--- src/rtl/hsem_sched_pkg.sv ---
// Shared opcode, response-code and FSM-state encodings for the two-core
// hardware semaphore scheduler.
package hsem_sched_pkg;

   localparam logic OP_LOCK   = 1'b0;
   localparam logic OP_UNLOCK = 1'b1;

   localparam logic [1:0] RESP_OK     = 2'b00;
   localparam logic [1:0] RESP_BUSY   = 2'b01;
   localparam logic [1:0] RESP_ERR    = 2'b10;
   localparam logic [1:0] RESP_QUEUED = 2'b11;

   typedef enum logic [1:0] {
      ST_IDLE  = 2'd0,
      ST_SERVE = 2'd1,
      ST_DONE  = 2'd2
   } state_e;

endpackage

--- src/rtl/hsem_rr_arb.sv ---
// Two-way round-robin arbiter: ptr names the core that wins a tie.
module hsem_rr_arb (
   input  logic [1:0] req,
   input  logic       ptr,
   output logic [1:0] grant
);

   always_comb begin
      grant = 2'b00;
      if (!ptr) begin
         if (req[0])      grant = 2'b01;
         else if (req[1]) grant = 2'b10;
      end else begin
         if (req[1])      grant = 2'b10;
         else if (req[0]) grant = 2'b01;
      end
   end

endmodule

--- src/rtl/hsem_lock_sched.sv ---
// Two-core hardware semaphore table with a 3-cycle IDLE/SERVE/DONE service loop.
// Optional lock queueing with direct hand-off on unlock: define HSEM_SCHED_WAIT_EN.
module hsem_lock_sched
   import hsem_sched_pkg::*;
#(
   parameter int NSEM = 16,
   parameter int SW   = 4
) (
   input  logic            hclk,
   input  logic            hreset,
   input  logic [1:0]      req,
   input  logic [1:0]      op,
   input  logic [2*SW-1:0] sem,
   output logic [1:0]      ack,
   output logic [3:0]      resp,
   output logic [NSEM-1:0] lock_stat,
   output logic [NSEM-1:0] owner_stat,
   output logic [1:0]      wake,
   output logic [SW-1:0]   wake_sem
);

   state_e          state_q, state_d;
   logic            ptr_q, ptr_d;
   logic            core_q, core_d;
   logic            op_q, op_d;
   logic [SW-1:0]   sem_q, sem_d;
   logic [NSEM-1:0] lock_q, lock_d;
   logic [NSEM-1:0] owner_q, owner_d;
   logic [1:0]      ack_q, ack_d;
   logic [3:0]      resp_q, resp_d;
   logic [1:0]      grant;
   logic [1:0]      code;
   logic            held, is_own;
`ifdef HSEM_SCHED_WAIT_EN
   logic [NSEM-1:0] wait_q, wait_d;
   logic [1:0]      wake_q, wake_d;
   logic [SW-1:0]   wake_sem_q, wake_sem_d;
`endif

   hsem_rr_arb u_arb (
      .req   (req),
      .ptr   (ptr_q),
      .grant (grant)
   );

   assign held   = lock_q[sem_q];
   assign is_own = (owner_q[sem_q] == core_q);

   always_comb begin
      state_d = state_q;
      ptr_d   = ptr_q;
      core_d  = core_q;
      op_d    = op_q;
      sem_d   = sem_q;
      lock_d  = lock_q;
      owner_d = owner_q;
      ack_d   = 2'b00;
      resp_d  = 4'b0000;
      code    = RESP_OK;
`ifdef HSEM_SCHED_WAIT_EN
      wait_d     = wait_q;
      wake_d     = 2'b00;
      wake_sem_d = '0;
`endif
      case (state_q)
         ST_IDLE: begin
            if (|grant) begin
               state_d = ST_SERVE;
               core_d  = grant[1];
               op_d    = grant[1] ? op[1] : op[0];
               sem_d   = grant[1] ? sem[SW +: SW] : sem[0 +: SW];
            end
         end
         ST_SERVE: begin
            state_d = ST_DONE;
            ptr_d   = ~core_q;
            case (op_q)
               OP_LOCK: begin
                  if (!held) begin
                     lock_d[sem_q]  = 1'b1;
                     owner_d[sem_q] = core_q;
                  end else if (!is_own) begin
`ifdef HSEM_SCHED_WAIT_EN
                     // Only one other core exists, so one bit fully names the waiter.
                     wait_d[sem_q] = 1'b1;
                     code          = RESP_QUEUED;
`else
                     code = RESP_BUSY;
`endif
                  end
               end
               default: begin
                  if (held && is_own) begin
`ifdef HSEM_SCHED_WAIT_EN
                     if (wait_q[sem_q]) begin
                        owner_d[sem_q] = ~core_q;
                        wait_d[sem_q]  = 1'b0;
                        wake_d[~core_q] = 1'b1;
                        wake_sem_d     = sem_q;
                     end else begin
                        lock_d[sem_q] = 1'b0;
                     end
`else
                     lock_d[sem_q] = 1'b0;
`endif
                  end else begin
                     code = RESP_ERR;
                  end
               end
            endcase
            ack_d[core_q]                = 1'b1;
            resp_d[{core_q, 1'b0} +: 2] = code;
         end
         ST_DONE: state_d = ST_IDLE;
         default: state_d = ST_IDLE;
      endcase
   end

   always_ff @(posedge hclk) begin
      if (hreset) begin
         state_q <= ST_IDLE;
         ptr_q   <= 1'b0;
         core_q  <= 1'b0;
         op_q    <= 1'b0;
         sem_q   <= '0;
         lock_q  <= '0;
         owner_q <= '0;
         ack_q   <= 2'b00;
         resp_q  <= 4'b0000;
`ifdef HSEM_SCHED_WAIT_EN
         wait_q     <= '0;
         wake_q     <= 2'b00;
         wake_sem_q <= '0;
`endif
      end else begin
         state_q <= state_d;
         ptr_q   <= ptr_d;
         core_q  <= core_d;
         op_q    <= op_d;
         sem_q   <= sem_d;
         lock_q  <= lock_d;
         owner_q <= owner_d;
         ack_q   <= ack_d;
         resp_q  <= resp_d;
`ifdef HSEM_SCHED_WAIT_EN
         wait_q     <= wait_d;
         wake_q     <= wake_d;
         wake_sem_q <= wake_sem_d;
`endif
      end
   end

   assign ack        = ack_q;
   assign resp       = resp_q;
   assign lock_stat  = lock_q;
   assign owner_stat = owner_q;
`ifdef HSEM_SCHED_WAIT_EN
   assign wake       = wake_q;
   assign wake_sem   = wake_sem_q;
`else
   assign wake       = 2'b00;
   assign wake_sem   = '0;
`endif

endmodule
--- config.mk ---
export PLATFORM = sky130hd
export DESIGN_NAME = hsem_lock_sched
export DESIGN_NICKNAME = d
export VERILOG_FILES = /design/src/rtl/hsem_sched_pkg.sv /design/src/rtl/hsem_rr_arb.sv /design/src/rtl/hsem_lock_sched.sv
export SDC_FILE = /design/constraint.sdc
export NUM_CORES = 1
export LEC_CHECK = 0
export BUFFER_PORTS_ARGS = -buffer_cell sky130_fd_sc_hd__buf_2
export CORE_MARGIN = 2
export CORE_UTILIZATION = 50
export CTS_CLUSTER_SIZE = 20
export DETAILED_ROUTE_END_ITERATION = 8
export PLACE_DENSITY = 0.76
export SYNTH_ARGS = -nofsm -noshare
export SYNTH_HDL_FRONTEND = slang
export SYNTH_SLANG_ARGS = --single-unit
--- constraint.sdc ---
create_clock -name hclk -period 3 [get_ports hclk]
set_input_delay 0.6 -clock hclk [delete_from_list [all_inputs] [get_ports hclk]]
set_output_delay 0.6 -clock hclk [all_outputs]
set_load 0.03 [all_outputs]
* Yosys cells after proc, flatten, opt, wreduce, memory -nomap -nowiden *
Cells that the tools add are included.
Widths: inputs -> output; s select.

operators by class
  add/sub/neg operators = 1
  order comparisons = 4
  eq/ne operators = 5
  shift operators = 2
  multiplexer cells = 26
  bitwise operators = 8
  reductions and logical operators = 9

operators with widths
  kind                   number
  $mux 16                3
  $and 16x16->16         1
  $bwmux 16              1
  $mux 2                 8
  $not 16->16            1
  $or 16x16->16          1
  $bmux 1 s4             2
  $mux 1                 8
  $reduce_and 3->1       2
  $lt 4x5->1 const B     1
  $and 4x4->4            1
  $demux 1 s4            1
  $ge 4x1->1 const B     1
  $mux 4                 1
  $ne 2x2->1 const B     2
  $neg 2->4              1
  $not 1->1              4
  $pmux 2 s2             1
  $reduce_or 2->1        2
  $shift 2x4->4 const A  1
  $shiftx 2x4->4         1
  $logic_and 1x1->1      3
  $eq 2x1->1 const B     1
  $logic_not 2->1        1
  6 further kinds        6

word-level totals
  register bits = 47
  bits of input ports = 14
  output and inout port bits = 44
  word-level logic and storage cells = 64

* Logic depth before layout (Yosys ltp) *
  depth after elaboration = 9
  gate-level depth with buffers = 9
  gate-level depth less buffers = 6

* Hierarchy *
From an unflattened synthesis, not the netlist that was laid out.

unflattened totals
  cells, all modules = 251
  area total of the unflattened synthesis = 2,318.5 um^2

by module, submodules not included
  module           instances  cells an instance  area an instance (um^2)  seq. area each (um^2)
  hsem_lock_sched  1          248                2,299.7                  940.9
  hsem_rr_arb      1          3                  18.8                     0.0

* Least setup slack after synthesis *
No wires, ideal clock.

  kind = flip-flop to flip-flop
  start = register (tool-made name)
  end = register (tool-made name)
  library setup time = 0.142 ns
  arrival = 2.053 ns
  required time = 2.858 ns
  path slack = 0.805 ns
  cell stages (with the launch flop) = 8
  clock period less this slack = 2.195 ns
  path through = dfxtp_1 -> mux2i_1 -> mux4_2 -> or2_0 -> o22a_1 -> a21oi_4 -> buf_6 -> a31oi_2

==> results.md <==
Placement:
- The wire-length estimate of the detail-placed layout is 3641 um.
- The count of port buffers added during placement is 51.
- The final RePlAce weighted congestion is 0.7946.
- Summing all placed instances gives a cell area of 0.002527 mm^2.
- Once placement completed, the tool counted placed cells totaling 335.

Routing:
- The remaining design rule violation count is 0.
- The routed layout has 1974 vias.
- The number of optimization iterations in the first detailed-route pass is 4.
- The detailed router finished its first iteration with 120 violations.
- Dividing the detail-routed wire length by the instance count gives 15.24 um.
- The average via count per standard cell is 5.755.
- The post-detailed-route count of antenna-violating nets is 0.
- The final wirelength is 5228 um.

Die:
- The starting density of the core is 0.5221.
- The width of the die is 71.43 um.
- The floorplan has 24 rows.
- The placeable core region is 0.004354 mm^2.
- For this design the top-level I/O count stands at 58.
- The die covers 0.005102 mm^2.
- The die is 71.43 um tall.

Final layout:
- The non-filler instance count after layout is 343.
- The number of diodes added for antenna fixing is 0.
- In the final layout, the share of cells above drive strength 1 is 0.3196.
- The net total in the final layout is 304.
- The post-route cell area is 0.002645 mm^2.
- Compared with the post-synthesis result, the final layout area differs by 16.35%.
- Measured on the finished design, the core utilization comes to 0.6075.

Pwr:
- The static leakage is 1.060 nW.
- The switching share of total power is 0.2874.
- The internal portion of the total power is 1.001 mW.
- The share of total power dissipated in combinational logic is 0.178.
- In this run the power density over the cells is 531.1 mW/mm^2.
- IR analysis of the VDD net gives a maximum drop of 0.0003366 V.
- The net switching power is 0.4037 mW.
- Of the total power, the clock network draws 0.334.
- Of the total power, registers draw 0.488.

Clocking:
- The count of clock tree sinks is 47.
- The number of setup buffers added after CTS is 0.
- Clock tree synthesis inserted a total of 5 buffers.
- For the worst-skew pair, the clock arrives at the later sink with an insertion delay of 0.30 ns.
- TritonCTS built the clock tree.
- Clock tree synthesis selected as its root buffer the cell sky130_fd_sc_hd__clkbuf_8.
- Gates resized during post-CTS repair numbered 0.
- In this run, post-CTS hold repair placed 0 buffers.
- After clock tree synthesis, the clock-pin slew on the worst setup and hold paths is 0.08 ns.
- CTS built an H-tree with a depth of 2.
- The clock passes through at most 2 buffers.

Critical path:
- The maximum fanout encountered on the critical timing path is 15.
- STA classifies the critical path startpoint as a flop.
- The startpoint-to-endpoint class of the critical path is reg2reg.
- The slack of the worst reg-to-reg path is 0.24 ns.
- The endpoint class of the critical path is a flop.
- Counting both buffers and inverters, the worst setup path holds a total of 1.
- The kind of cell with the highest combined delay on the critical path is flip-flops.
- The critical path goes through mux2i_1 -> mux4_2 -> or2_0 -> o22a_1 -> a21oi_4 -> buf_4 -> a311oi_1.
- Data arrives at the worst endpoint at 2.90 ns.
- The maximum cell stage delay along the critical path is 0.75 ns.
- The data required time at the worst endpoint is 3.15 ns.
- The slowest stage of the critical path belongs to the cell sky130_fd_sc_hd__dfxtp_1.

Global route:
- The maximum number of pins on one net before global-route repair is 44.
- The first global-routing pass estimated 8728 um of wire.
- The number of global-route vias before repair was 1786.
- The total global-route track usage is 0.2151.
- The total grt overflow is 0.
- The initial antenna violation count is 0.

STA:
- The largest clock skew in the final design is 0.005633 ns.
- The slew at the pin closest to its max-slew limit is 0.7477 ns.
- The total count of max-transition violations in the final report is 0.
- The final clock period utilization by the worst path is 0.9189.
- For this run, the top clock speed supported by timing is 362.7 MHz.
- The routed design could run at a clock period as short as 2.757 ns.
- The number of failing setup endpoints in the final timing report is 0.
- The remaining max-slew budget at the tightest pin is 0.5015.
- Setup repair after global routing left no endpoint under its margin.
- Setup total negative slack on the finished layout was measured at 0 ns.
- The number of failing hold endpoints at the final stage is 0.

Logic synthesis:
- Ranked by instance count, the synthesized netlist is headed by 47 x sky130_fd_sc_hd__dfxtp_1, 34 x sky130_fd_sc_hd__a21oi_1, 25 x sky130_fd_sc_hd__nor2_1.
- The mean area per synthesized cell is 9.279 um^2.
- The cell with the most instances after synthesis is sky130_fd_sc_hd__dfxtp_1.
- The synthesized design spends more area on one cell type than any other, namely sky130_fd_sc_hd__dfxtp_1.
- The total standard cell area after synthesis is 0.002273 mm^2.
- The most used flip-flop cell after synthesis is sky130_fd_sc_hd__dfxtp_1.
- The share of flip-flops with an asynchronous set or reset is 0.
- Synthesis instantiated 38 different standard cells from the library.
- The part of the Yosys area used for sequential elements is 0.4139.
- The fraction of post-synthesis cell area in the top cell type by area is 0.4139.
- The number of instances in the synthesized netlist is 245.
- By area the synthesized netlist is led by sky130_fd_sc_hd__dfxtp_1 41%, sky130_fd_sc_hd__a21oi_1 7.5%, sky130_fd_sc_hd__a211oi_1 6.6%, sky130_fd_sc_hd__mux2i_1 5.3%, sky130_fd_sc_hd__mux4_2 5.0%.
- In this run, synthesis produced a sequential element count of 47.
- The total number of yosys warnings is 0.
- Counting flops with a built-in enable in the synthesized netlist gives 0.

Job:
- The tool flagged a number of max-cap violations equal to 0.

Status:
- The flow ran to the end, and the final reports show no timing, DRC or antenna violations.

Worst hold path:
- The worst min-delay path class is reg2reg.
final timing paths:
| check | to | from | depth (start not counted) |
|---|---|---|---|
| setup / recovery | flop | sem_q[1] | 7 |
| hold / removal | owner_stat[15] | owner_stat[15] | 2 |
| setup reg to reg | flop | sem_q[1] | 7 |
| hold reg to reg | owner_stat[15] | owner_stat[15] | 2 |
cell usage in the layout (no fill, tap or decap), types with 2 or more instances in the layout:
cell,synthesis,layout
sky130_fd_sc_hd__a211oi_1,20,20
sky130_fd_sc_hd__a21oi_1,34,34
sky130_fd_sc_hd__a311oi_1,7,7
sky130_fd_sc_hd__a31oi_2,8,8
sky130_fd_sc_hd__buf_2,5,51
sky130_fd_sc_hd__buf_4,6,7
sky130_fd_sc_hd__clkbuf_8,0,6
sky130_fd_sc_hd__conb_1,1,6
sky130_fd_sc_hd__dfxtp_1,47,47
sky130_fd_sc_hd__inv_1,5,5
sky130_fd_sc_hd__mux2_2,3,3
sky130_fd_sc_hd__mux2i_1,12,12
sky130_fd_sc_hd__mux4_2,5,5
sky130_fd_sc_hd__nand2_1,8,8
sky130_fd_sc_hd__nand2b_1,5,5
sky130_fd_sc_hd__nand3_1,2,2
sky130_fd_sc_hd__nor2_1,25,25
sky130_fd_sc_hd__nor3_1,8,8
sky130_fd_sc_hd__nor3b_1,2,2
sky130_fd_sc_hd__nor4_1,3,3
sky130_fd_sc_hd__or2_2,9,9
worst register-to-register path, delay by kind of cell (launching register included):
family / cells / cell delay (ns)
simple gates: 1 / 0.23
mux: 2 / 0.71
compound gates: 3 / 0.64
buf+inv: 1 / 0.27
flops: 1 / 0.75
through the flow:
stage               setup slack [ns]  hold WS [ns]  total power [mW]
CTS                           0.2674        0.4893             1.410
finish                        0.2432        0.4857             1.405
floorplan                     0.8051        0.4554            0.8938
global route                 0.09485        0.5195             1.461
detailed placement            0.3143        0.4764            0.9471
global placement              0.4058        0.4658            0.9439
area by class of cell:
cell class                 instances  area [um^2]
sequential                        47        940.9
inverter                           5        18.77
tap                               52        65.06
timing repair buffer              58        307.8
multi-input combinational        173         1195
clock buffer                       6        82.58
fill                             409         1709
clock inverter                     2        35.03
power groups by stage:
stage	Sequential, mW	Combinational [mW]	Clock [mW]
after floorplan	0.687	0.207	0
after global placement	0.699	0.245	0
after detailed placement	0.699	0.248	0
after CTS	0.685	0.250	0.476
after global routing	0.690	0.276	0.496
final	0.685	0.250	0.469
kinds of logic after synthesis:
| logic type | count (synthesis) | share of synthesized area |
|---|---|---|
| XOR/XNOR | 1 | 0.003853 |
| AND/OR/NAND/NOR | 67 | 0.1469 |
| other | 1 | 0.001649 |
| buffers and inverters | 30 | 0.06879 |
| multiplexers | 20 | 0.1172 |
| AO/OA/AOI/OAI | 79 | 0.2477 |
| flip-flops | 47 | 0.4139 |
per-layer routing:
metal / track usage / vias to the layer above / part of all wire
met1: 0.3022 / 906 / 0.46
met2: 0.3323 / 75 / 0.46
met4: 0.08176 / 0 / 0.015
met3: 0.03797 / 7 / 0.066
li1: - / 986 / -
met5: 0 / - / 0
Power figures use the tool's default switching activity.
